File: src/rtl/i_decoder_pkg.sv
// Shared decode constants and the control-word layout for the MIPS-style
// instruction decoder.
package i_decoder_pkg;

    // Primary opcodes, instruction[31:26]
    localparam logic [5:0] OP_RTYPE     = 6'b000000;
    localparam logic [5:0] OP_BLTZ      = 6'b000001;
    localparam logic [5:0] OP_J         = 6'b000010;
    localparam logic [5:0] OP_JAL       = 6'b000011;
    localparam logic [5:0] OP_BEQ       = 6'b000100;
    localparam logic [5:0] OP_BNE       = 6'b000101;
    localparam logic [5:0] OP_BLEZ      = 6'b000110;
    localparam logic [5:0] OP_BGTZ_BGEZ = 6'b000111;
    localparam logic [5:0] OP_ADDI      = 6'b001000;
    localparam logic [5:0] OP_ADDIU     = 6'b001001;
    localparam logic [5:0] OP_SLTIU     = 6'b001011;
    localparam logic [5:0] OP_ORI       = 6'b001101;
    localparam logic [5:0] OP_XORI      = 6'b001110;
    localparam logic [5:0] OP_LUI       = 6'b001111;
    localparam logic [5:0] OP_LW        = 6'b100011;
    localparam logic [5:0] OP_SW        = 6'b101011;

    // R-type function codes, instruction[5:0]
    localparam logic [5:0] F_SLL  = 6'b000000;
    localparam logic [5:0] F_SRL  = 6'b000010;
    localparam logic [5:0] F_SRA  = 6'b000011;
    localparam logic [5:0] F_SLLV = 6'b000100;
    localparam logic [5:0] F_SRLV = 6'b000110;
    localparam logic [5:0] F_SRAV = 6'b000111;
    localparam logic [5:0] F_JR   = 6'b001000;
    localparam logic [5:0] F_ADD  = 6'b010000;
    localparam logic [5:0] F_ADDU = 6'b010001;
    localparam logic [5:0] F_SUB  = 6'b010010;
    localparam logic [5:0] F_SUBU = 6'b010011;
    localparam logic [5:0] F_AND  = 6'b010100;
    localparam logic [5:0] F_OR   = 6'b010101;
    localparam logic [5:0] F_XOR  = 6'b010110;
    localparam logic [5:0] F_NOR  = 6'b010111;
    localparam logic [5:0] F_SLT  = 6'b011010;
    localparam logic [5:0] F_SLTU = 6'b011011;

    typedef enum logic [3:0] {
        AF_ADD  = 4'b0000,
        AF_ADDU = 4'b0001,
        AF_SUB  = 4'b0010,
        AF_SUBU = 4'b0011,
        AF_AND  = 4'b0100,
        AF_OR   = 4'b0101,
        AF_XOR  = 4'b0110,
        AF_NOR  = 4'b0111,
        AF_SLT  = 4'b1010,
        AF_SLTU = 4'b1011,
        AF_LUI  = 4'b1100
    } af_t;

    typedef enum logic [3:0] {
        BF_NONE = 4'b0000,
        BF_BEQ  = 4'b0001,
        BF_BNE  = 4'b0010,
        BF_BLEZ = 4'b0011,
        BF_BGTZ = 4'b0100,
        BF_BLTZ = 4'b0101,
        BF_BGEZ = 4'b0110
    } bf_t;

    // Bit 2 set means the shift amount is taken from rs instead of shamt.
    typedef enum logic [2:0] {
        SH_NONE = 3'b000,
        SH_SLL  = 3'b001,
        SH_SRL  = 3'b010,
        SH_SRA  = 3'b011,
        SH_SLLV = 3'b101,
        SH_SRLV = 3'b110,
        SH_SRAV = 3'b111
    } shift_t;

    typedef enum logic [1:0] {
        GP_ALU   = 2'b00,
        GP_MEM   = 2'b01,
        GP_LINK  = 2'b10,
        GP_SHIFT = 2'b11
    } gp_mux_t;

    typedef enum logic [1:0] {
        PC_PLUS4  = 2'b00,
        PC_BRANCH = 2'b01,
        PC_JUMP   = 2'b10,
        PC_RS     = 2'b11
    } pc_mux_t;

    typedef struct packed {
        af_t         af;
        logic        i;
        logic        alu_mux_sel;
        logic [4:0]  cad;
        logic        gp_we;
        gp_mux_t     gp_mux_sel;
        bf_t         bf;
        logic        dm_we;
        shift_t      shift_type;
        pc_mux_t     pc_mux_select;
    } ctrl_word_t;

    localparam int CTRL_W = $bits(ctrl_word_t);

    // A destination address is only meaningful when the register file is
    // written; keep it at zero otherwise so downstream hazard logic never
    // sees a phantom destination.
    function automatic ctrl_word_t mask_dest(ctrl_word_t w);
        ctrl_word_t r;
        r = w;
        if (!r.gp_we) begin
            r.cad = '0;
        end
        return r;
    endfunction

endpackage

File: src/rtl/i_decoder_comb.sv
// Purely combinational instruction decode producing the packed control word.
module i_decoder_comb
    import i_decoder_pkg::*;
#(
    parameter logic [4:0] LINK_REG = 5'd31
) (
    input  logic [31:0]       instruction,
    output logic [CTRL_W-1:0] ctrl
);

    logic [5:0] op;
    logic [5:0] funct;
    logic [4:0] rt;
    logic [4:0] rd;
    logic       unused_fields;

    assign op    = instruction[31:26];
    assign rt    = instruction[20:16];
    assign rd    = instruction[15:11];
    assign funct = instruction[5:0];

    // rs and shamt feed the datapath directly; the decoder never looks at them.
    assign unused_fields = ^{instruction[25:21], instruction[10:6]};

    // Decode the opcode/funct into a control word; unknown encodings stay NOP.
    always_comb begin
        ctrl_word_t w;
        logic       r_write;
        w       = '0;
        r_write = 1'b0;
        case (op)
            OP_RTYPE: begin
                case (funct)
                    F_ADD, F_ADDU, F_SUB, F_SUBU,
                    F_AND, F_OR, F_XOR, F_NOR,
                    F_SLT, F_SLTU: begin
                        w.af         = af_t'(funct[3:0]);
                        w.gp_mux_sel = GP_ALU;
                        r_write      = 1'b1;
                    end
                    F_SLL:   w.shift_type = SH_SLL;
                    F_SRL:   w.shift_type = SH_SRL;
                    F_SRA:   w.shift_type = SH_SRA;
                    F_SLLV:  w.shift_type = SH_SLLV;
                    F_SRLV:  w.shift_type = SH_SRLV;
                    F_SRAV:  w.shift_type = SH_SRAV;
                    F_JR:    w.pc_mux_select = PC_RS;
                    default: ;
                endcase
                if (w.shift_type != SH_NONE) begin
                    w.gp_mux_sel = GP_SHIFT;
                    r_write      = 1'b1;
                end
                if (r_write) begin
                    w.cad   = rd;
                    w.gp_we = 1'b1;
                end
            end
            OP_ADDI, OP_ADDIU, OP_SLTIU, OP_ORI, OP_XORI, OP_LUI: begin
                w.i           = 1'b1;
                w.alu_mux_sel = 1'b1;
                w.cad         = rt;
                w.gp_we       = 1'b1;
                w.gp_mux_sel  = GP_ALU;
                case (op)
                    OP_ADDIU: w.af = AF_ADDU;
                    OP_SLTIU: w.af = AF_SLTU;
                    OP_ORI:   w.af = AF_OR;
                    OP_XORI:  w.af = AF_XOR;
                    OP_LUI:   w.af = AF_LUI;
                    default:  w.af = AF_ADD;
                endcase
            end
            OP_LW: begin
                w.i           = 1'b1;
                w.alu_mux_sel = 1'b1;
                w.af          = AF_ADDU;
                w.cad         = rt;
                w.gp_we       = 1'b1;
                w.gp_mux_sel  = GP_MEM;
            end
            OP_SW: begin
                w.i           = 1'b1;
                w.alu_mux_sel = 1'b1;
                w.af          = AF_ADDU;
                w.dm_we       = 1'b1;
            end
            OP_BEQ, OP_BNE, OP_BLEZ, OP_BLTZ, OP_BGTZ_BGEZ: begin
                w.i             = 1'b1;
                w.af            = AF_SUB;
                w.pc_mux_select = PC_BRANCH;
                case (op)
                    OP_BEQ:  w.bf = BF_BEQ;
                    OP_BNE:  w.bf = BF_BNE;
                    OP_BLEZ: w.bf = BF_BLEZ;
                    OP_BLTZ: w.bf = BF_BLTZ;
                    default: w.bf = rt[1] ? BF_BGTZ : BF_BGEZ;
                endcase
            end
            OP_J: begin
                w.pc_mux_select = PC_JUMP;
            end
            OP_JAL: begin
                w.pc_mux_select = PC_JUMP;
                w.cad           = LINK_REG;
                w.gp_we         = 1'b1;
                w.gp_mux_sel    = GP_LINK;
            end
            default: ;
        endcase
        ctrl = mask_dest(w);
    end

endmodule

File: src/rtl/i_decoder.sv
// Registered instruction decoder: combinational decode followed by an
// async-reset output register (one cycle latency, NOP word under reset).
module i_decoder
    import i_decoder_pkg::*;
#(
    parameter logic [4:0] LINK_REG = 5'd31
) (
    input  logic        clk,
    input  logic        rst_n,
    input  logic [31:0] instruction,
    output logic [3:0]  Af,
    output logic        I,
    output logic        ALU_MUX_SEL,
    output logic [4:0]  Cad,
    output logic        GP_WE,
    output logic [1:0]  GP_MUX_SEL,
    output logic [3:0]  Bf,
    output logic        DM_WE,
    output logic [2:0]  Shift_type,
    output logic [1:0]  PC_MUX_Select
);

    logic [CTRL_W-1:0] ctrl_next;
    ctrl_word_t        ctrl_q;

    i_decoder_comb #(
        .LINK_REG (LINK_REG)
    ) u_comb (
        .instruction (instruction),
        .ctrl        (ctrl_next)
    );

    // Capture the decoded word each cycle; reset forces an all-zero NOP word.
    always_ff @(posedge clk or negedge rst_n) begin
        if (!rst_n) begin
            ctrl_q <= '0;
        end else begin
            ctrl_q <= ctrl_word_t'(ctrl_next);
        end
    end

    assign Af            = ctrl_q.af;
    assign I             = ctrl_q.i;
    assign ALU_MUX_SEL   = ctrl_q.alu_mux_sel;
    assign Cad           = ctrl_q.cad;
    assign GP_WE         = ctrl_q.gp_we;
    assign GP_MUX_SEL    = ctrl_q.gp_mux_sel;
    assign Bf            = ctrl_q.bf;
    assign DM_WE         = ctrl_q.dm_we;
    assign Shift_type    = ctrl_q.shift_type;
    assign PC_MUX_Select = ctrl_q.pc_mux_select;

endmodule

File: config.mk
export PLATFORM = sky130hd
export DESIGN_NAME = i_decoder
export DESIGN_NICKNAME = d
export VERILOG_FILES = /design/src/rtl/i_decoder_pkg.sv /design/src/rtl/i_decoder_comb.sv /design/src/rtl/i_decoder.sv
export SDC_FILE = /design/constraint.sdc
export NUM_CORES = 1
export LEC_CHECK = 0
export CAP_MARGIN = 20
export CORE_ASPECT_RATIO = 1.5
export CORE_MARGIN = 5
export CORE_UTILIZATION = 42
export CTS_CLUSTER_SIZE = 12
export DETAILED_ROUTE_END_ITERATION = 7
export GPL_TIMING_DRIVEN = 0
export HOLD_SLACK_MARGIN = 0.06
export MAX_ROUTING_LAYER = met4
export PLACE_DENSITY = 0.84
export SETUP_SLACK_MARGIN = 0.05
export SLEW_MARGIN = 20
export SYNTH_ARGS = -nofsm -noshare
export SYNTH_HDL_FRONTEND = slang
export SYNTH_SLANG_ARGS = --single-unit
File: constraint.sdc
create_clock -name clk -period 1.7 [get_ports clk]
set_clock_uncertainty 0.15 [all_clocks]
set_input_delay 0.34 -clock clk [delete_from_list [all_inputs] [get_ports clk]]
set_output_delay 0.34 -clock clk [all_outputs]
set_load 0.02 [all_outputs]
---- Word-level counts from Yosys, hierarchy flattened ----
Cells that the tools add are included.
operators by class
  equality and inequality tests ........... 31
  multiplexer cells ....................... 21
  reduce and logical (&&, ||, !) cells .... 10
operator list
  operator                                                          number
  6-bit by 5-bit == test with 1-bit output (second input constant)  10
  6-bit by 3-bit == test with 1-bit output (second input constant)  7
  6-bit by 4-bit == test with 1-bit output (second input constant)  7
  4-bit case mux with 4 select lines                                2
  8-bit case mux with 4 select lines                                1
  6-bit by 2-bit == test with 1-bit output (second input constant)  4
  4-bit case mux with 5 select lines                                1
  3-bit case mux with 6 select lines                                1
  13-bit OR reduction                                               1
  6-bit == test (second input constant)                             2
  6-bit zero test                                                   2
  10-bit OR reduction                                               1
  4-bit two-way mux                                                 2
  8-bit OR reduction                                                1
  6-bit by 1-bit == test with 1-bit output (second input constant)  1
  1-bit two-way mux                                                 6
  2-bit two-way mux                                                 3
  3-bit two-way mux                                                 2
  6-bit two-way mux                                                 1
  2-bit case mux with 3 select lines                                1
  6-bit OR reduction                                                1
  5-bit two-way mux                                                 1
  5-bit OR reduction                                                1
  2-bit OR reduction                                                2
  3-bit nonzero test                                                1
storage, ports and cells
  register bits ........................... 24
  input bits .............................. 34
  output and inout bits ................... 24
  logic and storage cells ................. 72

---- Longest topological paths before layout ----
Gate-level depths: netlist (run 1).
  depth in word-level cells ............... 9
  gate-level depth with buffers ........... 6
  gate-level depth less buffers ........... 4

---- Hierarchy ----
Synthesis (run 1) repeated with hierarchy kept, for this count alone.
unflattened totals
  cells, all modules ...................... 116
  area total of the unflattened synthesis .. 1,168.6 sq um
modules (own cells, without submodules)
  module          instances  cells an instance  area an instance (sq um)  seq. area each (sq um)
  i_decoder       1          24                 600.6                     600.6
  i_decoder_comb  1          92                 568.0                     0.0

---- Worst setup path after synthesis (run 1) ----
Ideal clock, no wire load.
  path kind ............................... input to register
  from .................................... in instruction[29]
  to ...................................... reg ctrl_q, in the netlist GP_MUX_SEL[0]
  library setup time ...................... 0.083 ns
  data arrival time ....................... 1.960 ns
  required time ........................... 1.467 ns
  path slack .............................. -0.492 ns
  stages on the path ...................... 5
  buffers on the path ..................... 1
  cells stage by stage .................... clkbuf_1 -> or4_4 -> or4_4 -> or4_4 -> o21ai_0
between the ends
  cells in the longest elaborated chain, start to end .. 3
  elaborated cells on any way between the ends .. 11
  those cells by class .................... 8 x eq/ne; 1 x mux; 2 x reduce/logical
ends and longest elaborated chain
  element                                   line                  text
  from (decl)                               i_decoder.sv:10       input logic [31:0] instruction,
  6-bit by 4-bit == test with 1-bit output  i_decoder_comb.sv:31  case (op)
  6-bit OR reduction                        i_decoder_comb.sv:31
  8-bit case mux with 4 select lines (*)    i_decoder_comb.sv:31
  net ctrl_next[10]                         i_decoder.sv:23       logic [CTRL_W-1:0] ctrl_next;
  to (signal assigned)                      i_decoder.sv:38       ctrl_q <= ctrl_word_t'(ctrl_next);
  to (decl)                                 i_decoder.sv:24       ctrl_word_t ctrl_q;
The timed path passes the listed nets; every way through them passes the cells marked *.

---- Worst setup path after layout (run 1) ----
  from .................................... in instruction[31]
  to ...................................... reg ctrl_q, in the netlist Shift_type[2]
between the ends
  cells in the longest elaborated chain, start to end .. 2
ends and longest elaborated chain
  element            line
  6-bit zero test    i_decoder_comb.sv:31
  3-bit two-way mux  i_decoder_comb.sv:31
  net ctrl_next[4]   i_decoder.sv:23
The timed path passes the listed nets, and every way through them passes these cells.

==> flow_summary.html, run 1 <==
<table>
<tr><th>Metric</th><th>Value</th></tr>
<tr><th colspan="2">Route</th></tr>
<tr><td>Vias per cell</td><td>5.41</td></tr>
<tr><td>Vias after detailed routing</td><td>1126</td></tr>
<tr><td>Routed WL</td><td>3230 um</td></tr>
<tr><td>WL per Instance</td><td>15.5 um</td></tr>
<tr><td>Number of DRC violations after detailed routing</td><td>0</td></tr>
<tr><td>1st-pass router iterations</td><td>4</td></tr>
<tr><td>Remaining number of nets flagged by the antenna check after routing</td><td>0</td></tr>
<tr><td>Drt initial violations</td><td>31</td></tr>
<tr><th colspan="2">STA</th></tr>
<tr><td>Final WS setup</td><td>-0.286 ns</td></tr>
<tr><td>Max Clk Rate</td><td>503 MHz</td></tr>
<tr><td>Number of hold violations in the final report</td><td>0</td></tr>
<tr><td>Final critical delay including setup and external delays</td><td>1.99 ns</td></tr>
<tr><td>Max-slew violation count</td><td>0</td></tr>
<tr><td>Unrepaired setup endpoints after global routing</td><td>true</td></tr>
<tr><td>Crit share post-route</td><td>117%</td></tr>
<tr><td>Aggregate negative setup slack</td><td>-3.11 ns</td></tr>
<tr><td>Total setup violations reported at the end of the flow</td><td>15</td></tr>
<tr><th colspan="2">Yosys</th></tr>
<tr><td>Area leader, netlist</td><td>sky130_fd_sc_hd__dfrtp_1</td></tr>
<tr><td>Top post-synthesis cells by area</td><td>sky130_fd_sc_hd__dfrtp_1 51%, sky130_fd_sc_hd__nor2_1 5.4%, sky130_fd_sc_hd__o2bb2ai_1 3.9%</td></tr>
<tr><td>Top FF cell, synth</td><td>sky130_fd_sc_hd__dfrtp_1</td></tr>
<tr><td>Yosys warnings</td><td>0</td></tr>
<tr><td>Post-synth net total</td><td>147</td></tr>
<tr><td>Share of the yosys chip area belonging to registers</td><td>51.3%</td></tr>
<tr><td>Post-synth top cells</td><td>23 x sky130_fd_sc_hd__dfrtp_1, 16 x sky130_fd_sc_hd__nor2_1, 8 x sky130_fd_sc_hd__a21oi_1</td></tr>
<tr><td>Async set or reset register ratio after synthesis</td><td>100%</td></tr>
<tr><td>Area share of the largest cell type after synthesis</td><td>51.3%</td></tr>
<tr><td>Count of distinct cell types in the synthesized netlist</td><td>35</td></tr>
<tr><td>Mean post-synth cell area</td><td>9.93 um^2</td></tr>
<tr><td>Syn Std Cell Area</td><td>1120 um^2</td></tr>
<tr><td>Cells after synthesis</td><td>113</td></tr>
<tr><td>Count of state elements after synthesis</td><td>23</td></tr>
<tr><td>Leading cell type by number of instances after synthesis</td><td>sky130_fd_sc_hd__dfrtp_1</td></tr>
<tr><td>Post-synth EDFFs</td><td>0</td></tr>
<tr><th colspan="2">Critical path</th></tr>
<tr><td>Critical setup path kind</td><td>in2reg</td></tr>
<tr><td>Buffers &amp; Inverters on Critical Path</td><td>1</td></tr>
<tr><td>Critical-path cell list</td><td>buf_6, or4_4, or4_4, or4_4, nor2_1</td></tr>
<tr><td>Required time of the critical path</td><td>1.74 ns</td></tr>
<tr><td>Largest fanout on the critical path</td><td>4</td></tr>
<tr><td>Slowest cell on the critical path</td><td>sky130_fd_sc_hd__or4_4</td></tr>
<tr><td>Largest delay share family, worst path</td><td>simple AND/OR/NAND/NOR gates</td></tr>
<tr><td>Kind of capture point of the worst setup path</td><td>flip-flop</td></tr>
<tr><td>Startpoint class of the critical path</td><td>input pin</td></tr>
<tr><td>CP most frequent cell</td><td>sky130_fd_sc_hd__or4_4</td></tr>
<tr><td>Delay of the slowest cell on the worst path</td><td>0.52 ns</td></tr>
<tr><td>Data arrival, critical path</td><td>2.02 ns</td></tr>
<tr><th colspan="2">Pwr</th></tr>
<tr><td>Net Sw Frac</td><td>25.6%</td></tr>
<tr><td>PwrDens</td><td>612 nW/um^2</td></tr>
<tr><td>Combinational group share of total power</td><td>21.7%</td></tr>
<tr><td>Internal</td><td>0.000840 W</td></tr>
<tr><td>Switching component of the power</td><td>0.000289 W</td></tr>
<tr><td>Clk network pwr share</td><td>28.3%</td></tr>
<tr><td>Leakage power of the design</td><td>0.911 nW</td></tr>
<tr><td>Worst IR drop on VDD</td><td>377 uV</td></tr>
<tr><td>Sequential Power Share</td><td>50.0%</td></tr>
<tr><th colspan="2">Floorplan</th></tr>
<tr><td>DIE HEIGHT</td><td>73.3 um</td></tr>
<tr><td>FP Rows</td><td>23</td></tr>
<tr><td>Die area</td><td>3830 um^2</td></tr>
<tr><td>Core footprint</td><td>2620 um^2</td></tr>
<tr><td>Effective utilization at floorplan</td><td>42.9%</td></tr>
<tr><td>Die extent in x</td><td>52.2 um</td></tr>
<tr><td>Number of top-level pins</td><td>58</td></tr>
<tr><th colspan="2">Layout</th></tr>
<tr><td>Filler cell count in the final layout</td><td>192</td></tr>
<tr><td>Final core area utilization</td><td>70.4%</td></tr>
<tr><td>Synthesis-to-layout area growth</td><td>64.3%</td></tr>
<tr><td>Share of post-route cells with drive strength above 1</td><td>23.4%</td></tr>
<tr><td>Final #Nets</td><td>206</td></tr>
<tr><td>Cell area after layout</td><td>1840 um^2</td></tr>
<tr><td>Final instance count without filler cells</td><td>208</td></tr>
<tr><td>Diodes inserted</td><td>0</td></tr>
<tr><th colspan="2">Status</th></tr>
<tr><td>Status</td><td>finished with violations</td></tr>
<tr><td>Violated checks</td><td>setup timing</td></tr>
<tr><th colspan="2">Placed design</th></tr>
<tr><td>Number of instances in the placed design</td><td>194</td></tr>
<tr><td>Port Buffer Count</td><td>44</td></tr>
<tr><td>Worst slack after detailed placement</td><td>-1.13 ns</td></tr>
<tr><td>Instance area after placement</td><td>1620 um^2</td></tr>
<tr><td>Final weighted congestion in routability-driven placement</td><td>0.898</td></tr>
<tr><td>HPWL Detailed</td><td>2270 um</td></tr>
<tr><th colspan="2">Clock network</th></tr>
<tr><td>H-tree depth reported by CTS</td><td>1</td></tr>
<tr><td>Longest Clk Path Bufs</td><td>2</td></tr>
<tr><td>Clock transition at path regs</td><td>0.08 ns</td></tr>
<tr><td>Clk sinks</td><td>23</td></tr>
<tr><td>Total clock buffers created by CTS</td><td>3</td></tr>
<tr><td>Clock tree from TritonCTS</td><td>done</td></tr>
<tr><td>Cell chosen for the clock root</td><td>sky130_fd_sc_hd__clkbuf_8</td></tr>
<tr><th colspan="2">GRT</th></tr>
<tr><td>Global Route Usage Sum</td><td>17.8%</td></tr>
<tr><td>Largest net degree at the start of global routing</td><td>24</td></tr>
<tr><td>Global-route wire length before repair</td><td>4970 um</td></tr>
<tr><td>Aggregate global routing overflow</td><td>0</td></tr>
<tr><td>Number of global-route vias before repair</td><td>1078</td></tr>
<tr><td>Antenna violations before repair</td><td>0</td></tr>
<tr><th colspan="2">Flow run</th></tr>
<tr><td>Max-cap viol count</td><td>0</td></tr>
<tr><th colspan="2">Worst hold path</th></tr>
<tr><td>Worst hold-check path type</td><td>in2reg</td></tr>
</table>
cells by family (layout without fill, tap and decap cells):
logic type             after synthesis  count (layout)  share of synthesized area, %
AO/OA/AOI/OAI                       30              30                          18.6
XOR/XNOR                             2               2                          1.56
flip-flops                          23              23                          51.3
buffers and inverters               11              69                          4.01
other                                1               1                         0.334
multiplexers                         1               1                         0.892
AND/OR/NAND/NOR                     45              45                          23.3
registers in the layout, summed over array words and instances (netlist names):
register,flops
ALU_MUX_SEL,1
Af,4
Bf,3
Cad,5
DM_WE,1
GP_MUX_SEL,2
GP_WE,1
I,1
PC_MUX_Select,2
Shift_type,3
cell type report:
| type | count | area [um^2] | area share (%) |
|---|---|---|---|
| Buffer | 7 | 56.3 | 3.05 |
| Timing Repair Buffer | 54 | 498 | 27.0 |
| Clock buffer | 4 | 45.0 | 2.44 |
| Sequential cell | 23 | 576 | 31.2 |
| Tap cell | 37 | 46.3 | 2.51 |
| Inverter | 4 | 15.0 | 0.814 |
| Multi-Input combinational cell | 79 | 608 | 33.0 |
timing repair:
action,CTS,global route
hold buffers,0,1
setup buffers,4,5
endpoints found under the setup margin,43,17
gates resized for setup,59,24
gates cloned,0,0
hold endpoints to repair,0,23
pin swaps,8,8
path summary, 6_finish.rpt:
kind / startpoint / to / slack, ns / cells past startpoint
max: instruction[31] / Shift_type[2] / -0.29 / 5
max in group asynchronous: rst_n / DM_WE / 0.62 / 2
min: instruction[30] / ALU_MUX_SEL / 0.09 / 2
min in group asynchronous: rst_n / PC_MUX_Select[1] / 0.44 / 2
per-layer routing:
metal	up-vias	GRT usage (%)	part of all wire, %
met3	6	1.62	6.4
met1	543	20.3	35
met2	57	30.5	56
met5	-	-	0
li1	520	-	-
met4	0	9.09	2.2
power by group through the flow:
stage | registers (W) | clock network [W] | logic, W
after global placement | 0.000576 | 0 | 0.000216
after detailed placement | 0.000577 | 0 | 0.000221
after global routing | 0.000566 | 0.000348 | 0.000264
after CTS | 0.000565 | 0.000320 | 0.000222
final | 0.000565 | 0.000319 | 0.000245
after floorplan | 0.000597 | 0 | 0.0000817
through the flow:
| step | hold WS, ns | total power (W) |
|---|---|---|
| global route | 0.0997 | 0.00118 |
| floorplan | -0.106 | 0.000678 |
| detailed placement | 0.482 | 0.000798 |
| CTS | 0.129 | 0.00111 |
| finish | 0.0944 | 0.00113 |
| global placement | 0.474 | 0.000792 |
layout by cell type (no fill, tap or decap), types with 2 or more instances in the layout:
master,n
sky130_fd_sc_hd__dfrtp_1,23
sky130_fd_sc_hd__clkbuf_2,2
sky130_fd_sc_hd__dlygate4sd2_1,24
sky130_fd_sc_hd__nor2_1,16
sky130_fd_sc_hd__nor2b_1,2
sky130_fd_sc_hd__nand2b_1,3
sky130_fd_sc_hd__clkbuf_8,3
sky130_fd_sc_hd__a21oi_1,8
sky130_fd_sc_hd__or4_4,3
sky130_fd_sc_hd__xor2_1,2
sky130_fd_sc_hd__a211oi_1,3
sky130_fd_sc_hd__buf_4,7
sky130_fd_sc_hd__a22o_1,3
sky130_fd_sc_hd__clkdlybuf4s50_1,13
sky130_fd_sc_hd__nand2_1,3
sky130_fd_sc_hd__o2bb2ai_2,4
sky130_fd_sc_hd__nor3_4,2
sky130_fd_sc_hd__inv_1,4
sky130_fd_sc_hd__o21bai_1,2
sky130_fd_sc_hd__o21ai_0,2
sky130_fd_sc_hd__buf_2,2
sky130_fd_sc_hd__o21ai_2,2
sky130_fd_sc_hd__clkbuf_1,4
sky130_fd_sc_hd__buf_6,5
sky130_fd_sc_hd__nor3_1,5
Power figures use the tool's default switching activity.
==> run 2, diff against run 1 <==
- CORE_UTILIZATION: 42 -> 30
- PLACE_DENSITY: 0.84 -> unset
==> run 2 against run 1 <==
  * The flow still finishes with violations (setup timing)
  * Final area down 4.4%
  * Critical path depth unchanged
  * First-iteration DRC count increased by 39%
  * Sequential cell count did not move
  * Cell count increased by 1.4%
  * Hold slack better by 0.041 ns
  * Combinational power fell by 8.6%
  * Critical endpoint unchanged
  * Largest cell class is now sequential cells
==> flow_summary.html, run 2 (synthesized netlist as in run 1, its figures left out) <==
<table>
<tr><th>Metric</th><th>Value</th></tr>
<tr><th colspan="2">Pwr</th></tr>
<tr><td>Leakage power of the design</td><td>0.862 nW (-5.4%)</td></tr>
<tr><td>Clk network pwr share</td><td>28.5% (+0.2 points)</td></tr>
<tr><td>PwrDens</td><td>626 nW/um^2 (+2.3%)</td></tr>
<tr><td>Pwr Total</td><td>0.00110 W (-2.2%)</td></tr>
<tr><td>Switching component of the power</td><td>0.000276 W (-4.5%)</td></tr>
<tr><td>Worst IR drop on VDD</td><td>386 uV (+2.6%)</td></tr>
<tr><td>Net Sw Frac</td><td>25.0% (-0.58 points)</td></tr>
<tr><td>Internal</td><td>0.000827 W (-1.5%)</td></tr>
<tr><td>Combinational group share of total power</td><td>20.3% (-1.4 points)</td></tr>
<tr><td>Sequential Power Share</td><td>51.2% (+1.2 points)</td></tr>
<tr><th colspan="2">Layout</th></tr>
<tr><td>Commonest non-fill, non-tap cell in the layout</td><td>sky130_fd_sc_hd__dlygate4sd2_1</td></tr>
<tr><td>Share of post-route cells with drive strength above 1</td><td>19.0% (-4.3 points)</td></tr>
<tr><td>Diodes inserted</td><td>0 (unchanged)</td></tr>
<tr><td>Final #Nets</td><td>203 (-1.5%)</td></tr>
<tr><td>Synthesis-to-layout area growth</td><td>57.1%</td></tr>
<tr><td>Number of flip-flops in the largest register</td><td>5 (unchanged)</td></tr>
<tr><td>Most frequent cells in the layout</td><td>24 x sky130_fd_sc_hd__dlygate4sd2_1, 23 x sky130_fd_sc_hd__dfrtp_1, 15 x sky130_fd_sc_hd__nor2_1, 13 x sky130_fd_sc_hd__clkdlybuf4s50_1, 8 x sky130_fd_sc_hd__a21oi_1</td></tr>
<tr><td>Final core area utilization</td><td>48.3% (-22 points)</td></tr>
<tr><th colspan="2">STA</th></tr>
<tr><td>Crit share post-route</td><td>121% (+3.7 points)</td></tr>
<tr><td>Max-slew violation count</td><td>0 (unchanged)</td></tr>
<tr><td>Total setup violations reported at the end of the flow</td><td>15 (unchanged)</td></tr>
<tr><td>Final WS setup</td><td>-0.349 ns (-0.0623 ns)</td></tr>
<tr><td>Unrepaired setup endpoints after global routing</td><td>true</td></tr>
<tr><td>Final critical delay including setup and external delays</td><td>2.05 ns (+0.0623 ns)</td></tr>
<tr><td>Max Clk Rate</td><td>488 MHz (-3.0%)</td></tr>
<tr><td>Number of hold violations in the final report</td><td>0 (unchanged)</td></tr>
<tr><th colspan="2">Critical path</th></tr>
<tr><td>Data arrival, critical path</td><td>2.09 ns (+0.07 ns)</td></tr>
<tr><td>Slowest cell on the critical path</td><td>sky130_fd_sc_hd__or4_4</td></tr>
<tr><td>Largest delay share family, worst path</td><td>simple AND/OR/NAND/NOR gates</td></tr>
<tr><td>Startpoint class of the critical path</td><td>input pin</td></tr>
<tr><td>Critical-path cell list</td><td>clkbuf_16, or4_4, or4_4, or4_4, nor2_2</td></tr>
<tr><td>Buffers &amp; Inverters on Critical Path</td><td>1 (unchanged)</td></tr>
<tr><td>CP most frequent cell</td><td>sky130_fd_sc_hd__or4_4</td></tr>
<tr><td>Kind of capture point of the worst setup path</td><td>flip-flop</td></tr>
<tr><td>Required time of the critical path</td><td>1.74 ns (about the same)</td></tr>
<tr><td>Critical setup path kind</td><td>in2reg</td></tr>
<tr><td>Delay of the slowest cell on the worst path</td><td>0.53 ns (about the same)</td></tr>
<tr><td>Largest fanout on the critical path</td><td>4 (unchanged)</td></tr>
<tr><th colspan="2">Floorplan</th></tr>
<tr><td>DIE HEIGHT</td><td>84.9 um (+16%)</td></tr>
<tr><td>FP Rows</td><td>27 (+17%)</td></tr>
<tr><td>Die area</td><td>5090 um^2 (+33%)</td></tr>
<tr><td>Effective utilization at floorplan</td><td>30.8% (-12 points)</td></tr>
<tr><td>Core footprint</td><td>3650 um^2 (+39%)</td></tr>
<tr><td>Number of top-level pins</td><td>58 (unchanged)</td></tr>
<tr><td>Die extent in x</td><td>59.9 um (+15%)</td></tr>
<tr><th colspan="2">Route</th></tr>
<tr><td>WL per Instance</td><td>15.1 um (-2.8%)</td></tr>
<tr><td>Drt initial violations</td><td>43 (+39%)</td></tr>
<tr><td>Routed WL</td><td>3180 um (-1.4%)</td></tr>
<tr><td>1st-pass router iterations</td><td>4 (unchanged)</td></tr>
<tr><td>Vias after detailed routing</td><td>1074 (-4.6%)</td></tr>
<tr><td>Remaining number of nets flagged by the antenna check after routing</td><td>0 (unchanged)</td></tr>
<tr><td>Vias per cell</td><td>5.09 (-6.0%)</td></tr>
<tr><td>Number of DRC violations after detailed routing</td><td>0 (unchanged)</td></tr>
<tr><th colspan="2">Clock network</th></tr>
<tr><td>H-tree depth reported by CTS</td><td>1 (unchanged)</td></tr>
<tr><td>Clock tree from TritonCTS</td><td>done</td></tr>
<tr><td>Clock transition at path regs</td><td>0.07 ns (about the same)</td></tr>
<tr><td>Cell chosen for the clock root</td><td>sky130_fd_sc_hd__clkbuf_8</td></tr>
<tr><td>Longest Clk Path Bufs</td><td>2 (unchanged)</td></tr>
<tr><td>Clk sinks</td><td>23 (unchanged)</td></tr>
<tr><td>Total clock buffers created by CTS</td><td>3 (unchanged)</td></tr>
<tr><th colspan="2">GRT</th></tr>
<tr><td>Global-route wire length before repair</td><td>5150 um (+3.6%)</td></tr>
<tr><td>Largest net degree at the start of global routing</td><td>24 (unchanged)</td></tr>
<tr><td>Aggregate global routing overflow</td><td>0 (unchanged)</td></tr>
<tr><td>Number of global-route vias before repair</td><td>1115 (+3.4%)</td></tr>
<tr><td>Antenna violations before repair</td><td>0 (unchanged)</td></tr>
<tr><td>Global Route Usage Sum</td><td>13.6% (-4.2 points)</td></tr>
<tr><th colspan="2">Status</th></tr>
<tr><td>Violated checks</td><td>setup timing</td></tr>
<tr><td>Status</td><td>finished with violations</td></tr>
<tr><th colspan="2">Placed design</th></tr>
<tr><td>Final weighted congestion in routability-driven placement</td><td>0.803 (-11%)</td></tr>
<tr><td>HPWL Detailed</td><td>2520 um (+11%)</td></tr>
<tr><td>Port Buffer Count</td><td>44 (unchanged)</td></tr>
<tr><th colspan="2">Worst hold path</th></tr>
<tr><td>Worst hold-check path type</td><td>in2reg</td></tr>
<tr><th colspan="2">Flow run</th></tr>
<tr><td>Max-cap viol count</td><td>0 (unchanged)</td></tr>
</table>
[run 2: worst paths after layout]
check,depth (start not counted),from,end
max,5,instruction[29],Shift_type[2]
min,2,instruction[30],ALU_MUX_SEL
max in group asynchronous,2,rst_n,DM_WE
min in group asynchronous,2,rst_n,Cad[4]
[run 2: power by group through the flow]
| stage | Combinational, W | Clock, W | Sequential (W) |
|---|---|---|---|
| 2_1_floorplan | 0.0000817 | 0 | 0.000597 |
| 3_3_place_gp | 0.000220 | 0 | 0.000576 |
| 3_5_place_dp | 0.000225 | 0 | 0.000577 |
| 4_1_cts | 0.000225 | 0.000330 | 0.000565 |
| 5_1_grt | 0.000244 | 0.000356 | 0.000566 |
| 6_report | 0.000224 | 0.000314 | 0.000565 |
[run 2: per-layer routing]
layer / vias up / global-route usage (%) / part of all wire [%]
met2: 47 / 23.9 / 53
li1: 513 / - / -
met3: 10 / 2.59 / 7.6
met4: 0 / 6.05 / 3.1
met5: - / - / 0
met1: 504 / 14.0 / 37
[run 2: timing repair]
action                     4_1_cts  5_1_grt
hold endpoints to repair         0       23
hold buffers                     0        1
buffers inserted                 6        0
setup endpoints to repair       43       17
resized for setup               55        7
pin swaps                        5        2
cloned                           0        0
[run 2: cell type report]
type,instances,area [um^2]
Inverter,4,15.0
Sequential cell,23,576
Buffer,7,52.6
Tap cell,43,53.8
Clock buffer,4,45.0
Fill cell,361,1890
Timing Repair Buffer,51,458
Multi-Input combinational cell,79,563
[run 2: stage by stage]
stage          cells  setup slack [ns]  setup TNS (ns)  hold slack (ns)  cell area [um^2]
2_1_floorplan    113            -0.456           -5.08           -0.106              1130
3_3_place_gp     200             -1.13          -18.48            0.469              1630
3_5_place_dp     200             -1.15          -19.37            0.475              1630
4_1_cts          210            -0.333           -4.23            0.125              1770
5_1_grt          211            -0.363           -4.88            0.126              1760
6_report         211            -0.349           -4.58            0.136              1760
